===== config.mk =====
export PLATFORM = sky130hd
export DESIGN_NAME = sync_fifo_stage
export DESIGN_NICKNAME = d
export VERILOG_FILES = /design/src/rtl/fifo_pkg.sv /design/src/rtl/fifo_mem.sv /design/src/rtl/sync_fifo_stage.sv
export SDC_FILE = /design/constraint.sdc
export NUM_CORES = 1
export LEC_CHECK = 0
export CAP_MARGIN = 10
export CORE_MARGIN = 2
export CORE_UTILIZATION = 54
export DETAILED_ROUTE_END_ITERATION = 12
export PLACE_DENSITY = 0.8
export REMOVE_ABC_BUFFERS = 1
export SKIP_LAST_GASP = 1
export SLEW_MARGIN = 20
export SYNTH_ARGS = -nofsm -noshare
export SYNTH_HDL_FRONTEND = slang
export SYNTH_SLANG_ARGS = --single-unit

===== constraint.sdc =====
create_clock -name CLK -period 6.48 [get_ports CLK]
set_input_delay 1.296 -clock CLK [delete_from_list [all_inputs] [get_ports CLK]]
set_output_delay 1.296 -clock CLK [all_outputs]
set_load 0.05 [all_outputs]

===== src/rtl/fifo_pkg.sv =====
// Shared definitions for the synchronous FIFO stage: default geometry,
// pointer/count types for that geometry, and a constant log2 helper.
package fifo_pkg;

    localparam int WIDTH      = 4;
    localparam int DEPTH_LOG2 = 2;

    typedef logic [DEPTH_LOG2-1:0] ptr_t;
    typedef logic [DEPTH_LOG2:0]   cnt_t;

    // Ceiling log2, at least 1 so a 1-entry array still gets an address bit.
    function automatic int clog2(input int value);
        int r;
        r = 0;
        for (int v = value - 1; v > 0; v = v >> 1) r++;
        if (r == 0) r = 1;
        return r;
    endfunction

endpackage


===== src/rtl/fifo_mem.sv =====
// Depth x Width register array: one synchronous write port, one
// combinational read port. Contents are never reset.
module fifo_mem
    import fifo_pkg::*;
#(
    parameter int Width = WIDTH,
    parameter int Depth = 1 << DEPTH_LOG2,
    parameter int AddrW = clog2(Depth)
) (
    input  logic             CLK,
    input  logic             we,
    input  logic [AddrW-1:0] waddr,
    input  logic [Width-1:0] wdata,
    input  logic [AddrW-1:0] raddr,
    output logic [Width-1:0] rdata
);

    logic [Width-1:0] mem [Depth];

    // Write the addressed entry on an accepted push.
    always_ff @(posedge CLK) begin
        if (we) mem[waddr] <= wdata;
    end

    assign rdata = mem[raddr];

endmodule


===== src/rtl/sync_fifo_stage.sv =====
// Show-ahead synchronous FIFO with valid/ready on both sides.
// Flags decode from the count register so full/empty never depend on
// pointer comparison; pointers simply wrap modulo Depth.
module sync_fifo_stage
    import fifo_pkg::*;
#(
    parameter int Width     = WIDTH,
    parameter int DepthLog2 = DEPTH_LOG2
) (
    input  logic                 CLK,
    input  logic                 RST,
    input  logic [Width-1:0]     in_data,
    input  logic                 in_valid,
    output logic                 in_ready,
    output logic [Width-1:0]     out_data,
    output logic                 out_valid,
    input  logic                 out_ready,
    output logic [DepthLog2:0]   count,
    output logic                 full,
    output logic                 empty
);

    localparam int Depth = 1 << DepthLog2;
    localparam logic [DepthLog2:0]   CntFull = (DepthLog2 + 1)'(Depth);
    localparam logic [DepthLog2:0]   CntOne  = (DepthLog2 + 1)'(1);
    localparam logic [DepthLog2-1:0] PtrOne  = DepthLog2'(1);

    logic [DepthLog2-1:0] wr_ptr;
    logic [DepthLog2-1:0] rd_ptr;
    logic [DepthLog2:0]   cnt_q;
    logic [Width-1:0]     rdata;
    logic                 push;
    logic                 pop;

    assign full      = (cnt_q == CntFull);
    assign empty     = (cnt_q == '0);
    assign in_ready  = !full;
    assign out_valid = !empty;
    assign count     = cnt_q;
    assign push      = in_valid & in_ready;
    assign pop       = out_valid & out_ready;
    // Mask the stale array word so an empty FIFO presents zero.
    assign out_data  = empty ? '0 : rdata;

    // Pointer and occupancy update; reset wins over any handshake.
    always_ff @(posedge CLK) begin
        if (!RST) begin
            wr_ptr <= '0;
            rd_ptr <= '0;
            cnt_q  <= '0;
        end else begin
            if (push) wr_ptr <= wr_ptr + PtrOne;
            if (pop)  rd_ptr <= rd_ptr + PtrOne;
            if (push && !pop)      cnt_q <= cnt_q + CntOne;
            else if (pop && !push) cnt_q <= cnt_q - CntOne;
        end
    end

    fifo_mem #(
        .Width (Width),
        .Depth (Depth),
        .AddrW (DepthLog2)
    ) u_mem (
        .CLK   (CLK),
        .we    (push),
        .waddr (wr_ptr),
        .wdata (in_data),
        .raddr (rd_ptr),
        .rdata (rdata)
    );

endmodule


==> reports/metrics.cfg <==
[clocking]
htree_levels=1
clock-sinks=25
cts_tree=built
clk_latency_ps=310
clk_pin_slew_ps=140
cts_setup_buffers=0
cts_root_buffer=clkbuf_4
holdBufCountCts=0
cts_buffers=3
cts_buffer_depth=2
cts_resized=0

[drt]
viasPerCell=4.976
drcViolationCount=0
first_pass_iters=1
postRouteAntennaNets=0
wl_per_cell_um=14.15
drt_iter0_markers=0
num_vias=612
drt_wl_total_um=1740

[floorplanning]
design.core.area_sq_um=1942
die_y_um=48.95
die_width_um=48.95
die_area_sq_um=2396
rows=16
start_util_pct=56.19
io_pins=19

[worst_setup_path]
cp_num_buf_inv=1
path_cells=mux4_1 > nor2b_1 > clkdlybuf4s50_1
critPathArrivalTime_ps=2260
critPathMaxStageDelay_ps=710
path_class=flop to output pin
critPathMaxFanout=4
end_kind=output pin
crit_family=buffers and inverters
cp_slowest_cell=clkdlybuf4s50_1
required_ps=5180
cp-start-kind=flop

[timing]
drv_slew=0
min_period_ps=3551
post-route-period-util_pct=54.80
hold_viol_final=0
tns_ps=0
max_clock_freq_mhz=281.6
finalWorstSetupSlack_ps=2929
setup_viol=0
fin_skew_ps=13.22
worst_slew_pin_slew_ps=500.7
relSlewSlack_pct=66.51
grt_setup_unrepaired=no

[layout]
num_antenna_cells=0
finalNetCount=111
syn_to_final_growth_pct=21.33
drive_above_1_share_pct=10.42

[synth]
synth.avg_cell_area_sq_um=14.36
synth_area_sq_um=1091
synth_edf_count=16
synthDistinctLibCells=23
synth_seq_area_share_pct=60.55
synth-main-ff-cell=edfxtp_1
yosysWarningCount=0
async_flop_share_pct=0
syn_inst=76
ys_ff_latch=25

[global_route]
grt_max_degree=16
grt_pass1_vias=670
grt_pass1_wl_um=3036
antenna_found_initial=0
grt_usage_pct=17.16
grt_overflow=0

[place]
port_buffers=18
pre_cts_ws_ps=2949
routabilityCongestion=0.7403
place_hpwl_um=1399

[pwr]
power_density_nw_per_um2=442.1
power_leakage_nw=0.4780
peakVddDrop_v=0.0003263

[hold_path]
hold_class=flop to flop

[flow_run]
maxCapViolations=0

[run_status]
status=finished clean

area by class of cell:
type                       count  area (sq um)
timing repair buffer          18         180.2
multi-input combinational     44         400.4
sequential                    25         660.6
tap                           27         33.78
fill                         152         618.1
inverter                       5         18.77
clock inverter                 1         7.507
clock buffer                   3         22.52
worst register-to-register path, delay by kind of cell (launching register included):
kind,cells,cell delay [ps]
xor+xnor,1,160
fa+ha+maj,2,630
buf+inv,2,100
flops,1,510
compound gates,1,170
simple gates,4,830
state kept, by name, indices dropped and copies added, names as in the netlist, named ones only:
| name | count |
|---|---|
| wr_ptr | 2 |
| count | 3 |
| rd_ptr | 2 |
| u_mem.mem | 16 |
report_power, final:
part	leakage (nW)	switching [mW]	internal (mW)	total [mW]
clock	0.0139	0.0458	0.0235	0.0693
sequential	0.221	0.0280	0.198	0.226
combinational	0.243	0.175	0.115	0.290
total	0.478	0.249	0.336	0.585
synth_stat cells, types with 2 or more instances:
master,count,area (sq um)
edfxtp_1,16,480.5
mux4_2,3,67.56
mux2i_1,3,30.03
xnor2_1,2,17.52
inv_1,4,15.01
ha_1,5,62.56
or3_1,2,12.51
and2_1,7,43.79
o21ai_0,2,10.01
dfxtp_1,9,180.2
nor2b_1,6,37.54
nand2_1,6,22.52
worst paths after layout:
| path | slack (ps) | from | endpoint | cells after the start |
|---|---|---|---|---|
| worst max-delay path | 2930 | flop | out_data[1] | 3 |
| worst min-delay path | 490 | rd_ptr[1] | rd_ptr[1] | 2 |
| worst max register to register | 4020 | count[0] | count[2] | 10 |
| worst min register to register | 490 | rd_ptr[1] | rd_ptr[1] | 2 |
cells in the final DEF, fill, tap and decap left out:
cell type / count
nand2_1: 6
clkbuf_4: 3
dfxtp_1: 9
a21boi_0: 1
clkdlybuf4s50_1: 18
inv_1: 4
edfxtp_1: 16
nor2_1: 1
o21ai_0: 2
fa_1: 1
nor2b_1: 6
inv_2: 1
and2_1: 7
mux2i_1: 3
a21boi_1: 1
mux4_1: 1
xor2_1: 1
or3_1: 2
mux4_2: 3
xnor2_1: 2
o31ai_2: 1
ha_1: 5
nor3_2: 1
clkinvlp_4: 1
through the flow:
step / std cells / total power, mW / utilization [%] / cell area (sq um) / hold WS, ps
floorplan: 74 / 0.4327 / - / 1080 / 456.0
global placement: 119 / 0.5143 / 66.62 / 1294 / 469.1
detailed placement: 119 / 0.5242 / 66.62 / 1294 / 476.3
CTS: 123 / 0.5919 / 68.17 / 1324 / 499.2
global route: 123 / 0.6218 / 68.17 / 1324 / 525.1
finish: 123 / 0.5853 / 68.17 / 1324 / 495.0
per-layer routing:
| metal | global-route usage (%) | share of wire, % | wire length (um) |
|---|---|---|---|
| met3 | 2.761 | 2.6 | 45 |
| met2 | 31.51 | 54 | 943 |
| met4 | 5.714 | 0.75 | 13 |
| met1 | 20.38 | 42 | 738 |
| met5 | 0 | 0 | 0 |
logic make-up after synthesis:
group	after synthesis	share of synthesized area, %
XOR/XNOR	3	2.409
adder cells (fa/ha/maj)	6	7.569
buffers and inverters	7	2.751
multiplexers	7	11.35
flip-flops	25	60.55
AND/OR/NAND/NOR	23	11.93
AO/OA/AOI/OAI	5	3.441
Power figures use the tool's default switching activity.
